<file path="config.mk">
export PLATFORM = sky130hd
export DESIGN_NAME = risc_datapath_flat
export DESIGN_NICKNAME = d
export VERILOG_FILES = /design/src/rtl/risc_datapath_if.sv /design/src/rtl/risc_datapath.sv /design/src/flat_wrapper.sv
export SDC_FILE = /design/constraint.sdc
export NUM_CORES = 1
export LEC_CHECK = 0
export ABC_AREA = 0
export BUFFER_PORTS_ARGS = -buffer_cell sky130_fd_sc_hd__buf_2
export CELL_PAD_IN_SITES_DETAIL_PLACEMENT = 0
export CELL_PAD_IN_SITES_GLOBAL_PLACEMENT = 1
export CORE_MARGIN = 4
export CORE_UTILIZATION = 36
export DETAILED_ROUTE_END_ITERATION = 7
export GPL_ROUTABILITY_DRIVEN = 0
export GPL_TIMING_DRIVEN = 0
export HOLD_SLACK_MARGIN = 0.1
export PLACE_DENSITY = 0.78
export REMOVE_ABC_BUFFERS = 1
export SLEW_MARGIN = 20
export SYNTH_ARGS = -nofsm -noshare
export SYNTH_HDL_FRONTEND = slang
export SYNTH_SLANG_ARGS = --single-unit
</file>
<file path="constraint.sdc">
create_clock -name clk -period 1.9 [get_ports clk]
set_input_delay 0.19 -clock clk [delete_from_list [all_inputs] [get_ports clk]]
set_output_delay 0.19 -clock clk [all_outputs]
set_load 0.01 [all_outputs]
</file>
<file path="src/rtl/risc_datapath_if.sv">
// Controller/memory-facing bundle of the accumulator CPU datapath.
// The master side drives the strobes and memory read data; the slave side is the datapath.
interface risc_datapath_if #(
    parameter int unsigned DWIDTH = 8,
    parameter int unsigned AWIDTH = 5
);
    logic              mem_rd;
    logic              load_ir;
    logic              inc_pc;
    logic              load_pc;
    logic              load_ac;
    logic              mem_wr;
    logic              halt;
    logic              sel;
    logic [DWIDTH-1:0] mem_rdata;
    logic [AWIDTH-1:0] mem_addr;
    logic [DWIDTH-1:0] mem_wdata;
    logic              mem_we;
    logic [2:0]        opcode;
    logic              zero;
    logic [AWIDTH-1:0] pc;
    logic              halted;

    modport master (
        output mem_rd, load_ir, inc_pc, load_pc, load_ac, mem_wr, halt, sel, mem_rdata,
        input  mem_addr, mem_wdata, mem_we, opcode, zero, pc, halted
    );

    modport slave (
        input  mem_rd, load_ir, inc_pc, load_pc, load_ac, mem_wr, halt, sel, mem_rdata,
        output mem_addr, mem_wdata, mem_we, opcode, zero, pc, halted
    );
endinterface

</file>
<file path="src/rtl/risc_datapath.sv">
// Accumulator CPU datapath: PC, IR, AC, ALU and memory port, driven by controller strobes.
// A sticky halt freezes all architectural state until reset.
module risc_datapath #(
    parameter int unsigned DWIDTH = 8,
    parameter int unsigned AWIDTH = 5
) (
    input  logic             clk,
    input  logic             rst_,
    risc_datapath_if.slave   bus
);

    if (DWIDTH != 3 + AWIDTH) begin : g_bad_width
        $error("risc_datapath: DWIDTH must equal 3 + AWIDTH");
    end

    typedef enum logic [2:0] {
        OpHlt = 3'd0,
        OpSkz = 3'd1,
        OpAdd = 3'd2,
        OpAnd = 3'd3,
        OpXor = 3'd4,
        OpLda = 3'd5,
        OpSto = 3'd6,
        OpJmp = 3'd7
    } opcode_e;

    logic [AWIDTH-1:0] pc_q, pc_d;
    logic [DWIDTH-1:0] ir_q, ir_d;
    logic [DWIDTH-1:0] ac_q, ac_d;
    logic              halted_q, halted_d;

    logic [AWIDTH-1:0] operand;
    opcode_e           op;
    logic [DWIDTH-1:0] alu_out;

    assign operand = ir_q[AWIDTH-1:0];
    assign op      = opcode_e'(ir_q[DWIDTH-1:AWIDTH]);

    always_comb begin
        alu_out = ac_q;
        unique case (op)
            OpAdd:   alu_out = ac_q + bus.mem_rdata;
            OpAnd:   alu_out = ac_q & bus.mem_rdata;
            OpXor:   alu_out = ac_q ^ bus.mem_rdata;
            OpLda:   alu_out = bus.mem_rdata;
            default: alu_out = ac_q;
        endcase
    end

    // Strobes sampled on the halting edge still act; halted_q gates every later edge.
    always_comb begin
        pc_d     = pc_q;
        ir_d     = ir_q;
        ac_d     = ac_q;
        halted_d = halted_q | bus.halt;
        if (!halted_q) begin
            if (bus.load_pc) begin
                pc_d = operand;
            end else if (bus.inc_pc) begin
                pc_d = pc_q + AWIDTH'(1);
            end
            if (bus.load_ir && bus.mem_rd) begin
                ir_d = bus.mem_rdata;
            end
            if (bus.load_ac && bus.mem_rd) begin
                ac_d = alu_out;
            end
        end
    end

    always_ff @(posedge clk or negedge rst_) begin
        if (!rst_) begin
            pc_q     <= '0;
            ir_q     <= '0;
            ac_q     <= '0;
            halted_q <= 1'b0;
        end else begin
            pc_q     <= pc_d;
            ir_q     <= ir_d;
            ac_q     <= ac_d;
            halted_q <= halted_d;
        end
    end

    assign bus.mem_addr  = bus.sel ? pc_q : operand;
    assign bus.mem_wdata = ac_q;
    assign bus.mem_we    = bus.mem_wr & ~halted_q;
    assign bus.opcode    = ir_q[DWIDTH-1:AWIDTH];
    assign bus.zero      = (ac_q == '0);
    assign bus.pc        = pc_q;
    assign bus.halted    = halted_q;

endmodule

</file>
<file path="src/flat_wrapper.sv">
// flat-port wrapper written by rule: the top's interface ports become plain ports
module risc_datapath_flat 
#(
    parameter int unsigned DWIDTH = 8,
    parameter int unsigned AWIDTH = 5
)
  (clk, rst_, bus_mem_rd, bus_load_ir, bus_inc_pc, bus_load_pc, bus_load_ac, bus_mem_wr, bus_halt, bus_sel, bus_mem_rdata, bus_mem_addr, bus_mem_wdata, bus_mem_we, bus_opcode, bus_zero, bus_pc, bus_halted);
  risc_datapath_if #(.DWIDTH(DWIDTH), .AWIDTH(AWIDTH)) bus_i ();
  input  logic clk;
  input  logic rst_;
  input wire logic [$bits(bus_i.mem_rd)-1:0] bus_mem_rd;
  input wire logic [$bits(bus_i.load_ir)-1:0] bus_load_ir;
  input wire logic [$bits(bus_i.inc_pc)-1:0] bus_inc_pc;
  input wire logic [$bits(bus_i.load_pc)-1:0] bus_load_pc;
  input wire logic [$bits(bus_i.load_ac)-1:0] bus_load_ac;
  input wire logic [$bits(bus_i.mem_wr)-1:0] bus_mem_wr;
  input wire logic [$bits(bus_i.halt)-1:0] bus_halt;
  input wire logic [$bits(bus_i.sel)-1:0] bus_sel;
  input wire logic [$bits(bus_i.mem_rdata)-1:0] bus_mem_rdata;
  output wire logic [$bits(bus_i.mem_addr)-1:0] bus_mem_addr;
  output wire logic [$bits(bus_i.mem_wdata)-1:0] bus_mem_wdata;
  output wire logic [$bits(bus_i.mem_we)-1:0] bus_mem_we;
  output wire logic [$bits(bus_i.opcode)-1:0] bus_opcode;
  output wire logic [$bits(bus_i.zero)-1:0] bus_zero;
  output wire logic [$bits(bus_i.pc)-1:0] bus_pc;
  output wire logic [$bits(bus_i.halted)-1:0] bus_halted;
  assign bus_i.mem_rd = bus_mem_rd;
  assign bus_i.load_ir = bus_load_ir;
  assign bus_i.inc_pc = bus_inc_pc;
  assign bus_i.load_pc = bus_load_pc;
  assign bus_i.load_ac = bus_load_ac;
  assign bus_i.mem_wr = bus_mem_wr;
  assign bus_i.halt = bus_halt;
  assign bus_i.sel = bus_sel;
  assign bus_i.mem_rdata = bus_mem_rdata;
  assign bus_mem_addr = bus_i.mem_addr;
  assign bus_mem_wdata = bus_i.mem_wdata;
  assign bus_mem_we = bus_i.mem_we;
  assign bus_opcode = bus_i.opcode;
  assign bus_zero = bus_i.zero;
  assign bus_pc = bus_i.pc;
  assign bus_halted = bus_i.halted;
  risc_datapath #(.DWIDTH(DWIDTH), .AWIDTH(AWIDTH)) u_core (.clk(clk), .rst_(rst_), .bus(bus_i));
endmodule
</file>
==> metrics.csv, run 1 <==
metric,value,unit
status,"finished, violations left",
failing checks,setup timing,
"Hold Violations, Final",0,
fin. max-slew vios,0,
sequential share of the synthesized area,33.46,%
row count,24,
DR pass1 iterations,4,
Mapped Avg Cell Area,9.566,sq um
Final nets,251,
P_sw,0.0004015,W
fill count,426,
clock sink count,22,
clk_skew,0.008384,ns
clock buffer depth,2,
Via density,5.564,
internal power,0.0009760,W
Critical path origin,u_core.bus.mem_wdata[0],
largest net degree at the start of global routing,23,
CP arrival,2.14,ns
R2R depth,6,
Syn Inst Count,172,
fin worst setup slack,-0.02824,ns
crit end category,flop,
Max Cap Viol,0,
# DRC,0,
Die X,75.61,um
vias in the first global route,1452,
initial antenna violation count,0,
asr flop ratio synth,100.0,%
"most common cell after layout, fill and taps aside",buf_2,
Syn. warnings,0,
clock buffer count from CTS,3,
Synth-to-Final Area Change,28.90,%
setup TNS,-0.02824,ns
global route overflow,0,
worst vdd ir,0.5806,mV
placed instance count,255,
H-tree Lvls,1,
combinational share of power,28.0,%
Ports,42,
Core ar.,4384,sq um
Post-Syn Area,1645,sq um
RSZ-0062 raised after global routing,true,
PD cells,649.5,nW/um^2
Seq cells post-synth,22,
Starting Density,37.53,%
"Reg clk slew, reported paths",0.09,ns
fin cells,273,
Die ar.,5716,sq um
via count,1519,
die height,75.61,um
Yosys cell types,47,
GR Util All Layers,15.80,%
total power,0.001378,W
DRT Wirelength,4326,um
DR WL/cell,15.85,um
Final Critical Period,1.928,ns
first-pass GRT wire length,6906,um
Seq pwr share,39.3,%
clock share of power,32.6,%
Setup Viol. Count Final,1,
Worst-Margin Slew,0.5168,ns
leakage power,1.010,nW
worst setup path end,u_core.bus.mem_wdata[6],
Worst Hold Class,in -> reg,
Crit Path Class,reg -> reg,
reg2reg setup slack,-0.03,ns
Slew HR,65.54,%
origin of the critical flop-to-flop path,u_core.bus.mem_wdata[0],
CP Data Required Time,2.11,ns
"EDFF count, synth",0,
CP Launch Type,flop,
Placed Area,1872,sq um
CTS tree,yes,
Final period util,101.5,%
Most used DFF post-synth,dfrtp_1,
Root Buffer,clkbuf_8,
r2r endpoint,u_core.bus.mem_wdata[6],
layout cells sized above 1,41.18,%
dpl hpwl,3074,um
Clock Latency Late Sink,0.27,ns
Post-DRT Antenna Nets,0,
sw frac,29.15,%
crit path max fanout,3,
highest-count cells in the layout ignoring fill and taps,"buf_2, dfrtp_1, mux2_2",
design area,2121,sq um
Max Freq,518.6,MHz
I/O Buffers,41,
Iteration-0 DRC Markers,43,
n_diodes,0,
## cell usage after synthesis, drive strengths merged (2+ instances only)
cell type / n / area, sq um
inv: 2 / 7.510
or2b: 2 / 15.01
or2: 3 / 18.77
nor3: 3 / 15.01
mux2i: 6 / 60.06
nand3b: 2 / 15.01
o2bb2ai: 4 / 35.03
ha: 10 / 125.1
a211oi: 3 / 22.52
xor2: 2 / 17.52
nor2b: 3 / 18.77
a211o: 4 / 35.03
buf: 5 / 31.27
a22oi: 2 / 15.01
nand2: 11 / 41.29
o21ai: 14 / 70.07
clkbuf: 6 / 23.77
o211ai: 3 / 22.52
dfrtp: 22 / 550.5
a21oi: 11 / 55.05
mux2: 15 / 168.9
or4: 2 / 15.01
nand4: 3 / 18.77
nand3: 4 / 20.02
and3b: 3 / 26.28
a32o: 2 / 20.02
nor2: 8 / 30.03
a21o: 2 / 15.01
## timing repair
action / CTS / global route
pin swaps: 4 / 3
endpoints found under the hold margin: 22 / 0
buffers inserted: 6 / 7
hold buffers: 1 / 0
setup endpoints to repair: 5 / 4
gates resized for setup: 9 / 7
## state kept, by name (all words and copies together) (netlist names)
register / count
u_core.ir_q: 8
u_core.bus.pc: 5
u_core.bus.mem_wdata: 8
u_core.bus.halted: 1
## cell families (layout without fill, tap and decap cells)
group / Yosys count / after routing / share of synthesized area, %
fa+ha+maj: 11 / 11 / 8.821
flops: 22 / 22 / 33.46
buf+inv: 13 / 62 / 3.802
mux: 21 / 21 / 13.92
compound gates: 52 / 52 / 21.06
simple gates: 50 / 50 / 17.34
xor+xnor: 3 / 3 / 1.597
## critical path, stage by stage (launching register included)
cell,delay (ns)
dfrtp_1,0.42
ha_4,0.18
fa_2,0.36
a211o_1,0.29
a211o_1,0.28
a211o_1,0.27
nand3_2,0.07
## through the flow
stage | hold WS, ns | utilization [%] | worst slack [ns]
2_1_floorplan | -0.1056 | - | -0.2651
3_3_place_gp | 0.1992 | 42.44 | -0.7783
3_5_place_dp | 0.2009 | 42.69 | -0.5838
4_1_cts | 0.1111 | 46.40 | -0.03552
5_1_grt | 0.1099 | 48.37 | -0.08777
6_report | 0.1162 | 48.37 | -0.02824
## layer usage
metal	global-route usage, %	vias up	wire length (um)
met4	2.524	0	13
met5	0	-	0
li1	-	747	-
met3	3.298	2	248
met2	26.37	43	2048
met1	21.52	727	2016
## worst min-delay path by stage
stage                        start           endpoint  slack (ns)  cells after the start
after floorplan               rst_  u_core.bus.halted       -0.11                      0
after global placement        rst_  u_core.bus.halted        0.20                      1
after detailed placement      rst_   u_core.bus.pc[1]        0.20                      1
after CTS                 bus_halt  u_core.bus.halted        0.11                      2
after global routing      bus_halt  u_core.bus.halted        0.11                      2
final                     bus_halt  u_core.bus.halted        0.12                      2
## layout make-up
cell class	instances	area (sq um)	share of cell area [%]
Tap cell	52	65.06	3.068
Clock inverter	1	30.03	1.416
Multi-Input combinational cell	137	1104	52.04
Clock buffer	3	41.29	1.947
Inverter	2	7.507	0.3540
Timing Repair Buffer	56	317.8	14.99
Sequential cell	22	555.5	26.19
## power by group through the flow
stage	Sequential, W	Clock [W]	Combinational [W]
global placement	0.000558	0	0.000320
finish	0.000541	0.000450	0.000386
global route	0.000547	0.000485	0.000430
floorplan	0.000557	0	0.000196
detailed placement	0.000559	0	0.000322
CTS	0.000545	0.000460	0.000353
Power figures use the tool's default switching activity.
==> inputs of run 2 (changes only) <==
PLACE_DENSITY = not set   (was 0.78)
PLACE_DENSITY_LB_ADDON = 0.1   (was not set)
==> run 2 against run 1 <==
Effect of this change:
- the run still ends with setup timing left
- non-clock buffer count shrank 6
- via count rose by 1.4%
- register-to-register slack about the same
- clock-buffer cell count up 1
- total power down 9.4%
- maximum frequency fell by 0.49%
- clock power down 25%
- largest cell class unchanged
==> metrics.csv, run 2 (synthesis gave the netlist of run 1 again) <==
metric,value,unit
Starting Density,37.53,%
CP Data Required Time,2.10,ns
CTS tree,yes,
crit path max fanout,3,
Synth-to-Final Area Change,24.26,%
PD cells,610.7,nW/um^2
met3 usage,1.979,%
I/O Buffers,41,
Worst-Margin Slew,0.5443,ns
die height,75.61,um
GR Layer Usage met1,20.41,%
crit end category,flop,
# DRC,0,
RSZ-0062 raised after global routing,true,
Die X,75.61,um
Setup Viol. Count Final,1,
n_diodes,0,
Via density,5.772,
"Hold Violations, Final",0,
clock buffer count from CTS,3,
M2 GR Usage,29.15,%
largest net degree at the start of global routing,23,
"most common cell after layout, fill and taps aside",buf_2,
DR WL/cell,16.85,um
fin cells,267,
hold_ws,0.1224,ns
vias in the first global route,1420,
CP arrival,2.14,ns
first-pass GRT wire length,6982,um
row count,24,
Final Critical Period,1.938,ns
placed instance count,255,
failing checks,setup timing,
Final Util,46.63,%
Max Freq,516.1,MHz
leakage power,0.9645,nW
Final period util,102.0,%
clock sink count,22,
Die ar.,5716,sq um
Final nets,245,
layer with the highest usage,met2,
fin. max-slew vios,0,
Worst Hold Class,in -> reg,
worst vdd ir,0.2584,mV
Core ar.,4384,sq um
reg2reg setup slack,-0.04,ns
via count,1541,
CP Launch Type,flop,
clk_skew,0.006566,ns
initial antenna violation count,0,
Max Cap Viol,0,
"Reg clk slew, reported paths",0.08,ns
Post-DRT Antenna Nets,0,
status,"finished, violations left",
DRT Wirelength,4500,um
Crit Path Class,reg -> reg,
clock buffer depth,2,
DR pass1 iterations,4,
Slew HR,63.71,%
pre-CTS WS,-0.5939,ns
layout cells sized above 1,37.67,%
R2R depth,6,
GR Util All Layers,16.20,%
WHS Path Cells,2,
highest-count cells in the layout ignoring fill and taps,"buf_2, dfrtp_1, mux2_2",
dpl hpwl,3297,um
fin worst setup slack,-0.03774,ns
Clock Latency Late Sink,0.26,ns
Ports,42,
H-tree Lvls,1,
setup TNS,-0.03774,ns
Root Buffer,clkbuf_8,
global route overflow,0,
fill count,452,
Iteration-0 DRC Markers,70,
==> run 2: routing by layer <==
layer,vias up,wire length (um)
li1,739,-
met1,759,2003
met2,39,2249
met3,4,204
met4,0,43
met5,-,0
==> run 2: timing repair <==
| item | CTS | global route |
|---|---|---|
| setup buffers | 4 | 3 |
| gates resized for setup | 11 | 1 |
| setup endpoints to repair | 6 | 3 |
| hold endpoints to repair | 22 | 0 |
| hold buffers | 1 | 0 |
| pin swaps | 3 | 2 |
==> run 2: critical path, stage by stage, from the launching register on <==
cell	delay, ns
dfrtp_1	0.42
ha_4	0.18
fa_2	0.38
a211o_1	0.29
a211o_1	0.29
a211o_1	0.26
nand3_1	0.07
==> run 2: stage by stage <==
| stage | power (W) | area, sq um |
|---|---|---|
| after global routing | 0.001336 | 2044 |
| final | 0.001248 | 2044 |
| after CTS | 0.001258 | 2022 |
| after floorplan | 0.0007530 | 1590 |
| after detailed placement | 0.0008818 | 1872 |
| after global placement | 0.0008744 | 1861 |
==> run 2: where the power goes <==
| part | internal (W) | switching [W] |
|---|---|---|
| sequential | 0.000502 | 0.0000453 |
| combinational | 0.000178 | 0.000185 |
| clock | 0.000185 | 0.000154 |
| total | 0.000864 | 0.000384 |
==> run 2: worst paths after layout <==
| kind | end | start |
|---|---|---|
| worst max-delay path | u_core.bus.mem_wdata[6] | u_core.bus.mem_wdata[0] |
| worst min-delay path | u_core.bus.halted | bus_halt |
| worst max register to register | u_core.bus.mem_wdata[6] | u_core.bus.mem_wdata[0] |
| worst min register to register | u_core.ir_q[1] | u_core.ir_q[1] |
| max in group asynchronous | u_core.ir_q[5] | rst_ |
| min in group asynchronous | u_core.bus.pc[0] | rst_ |
==> run 2: cell type report <==
| class | count | area [sq um] | share of cell area [%] |
|---|---|---|---|
| Multi-Input combinational cell | 137 | 1090 | 53.31 |
| Tap cell | 52 | 65.06 | 3.182 |
| Sequential cell | 22 | 554.3 | 27.11 |
| Inverter | 2 | 7.507 | 0.3672 |
| Clock buffer | 4 | 55.05 | 2.693 |
| Timing Repair Buffer | 50 | 272.8 | 13.34 |
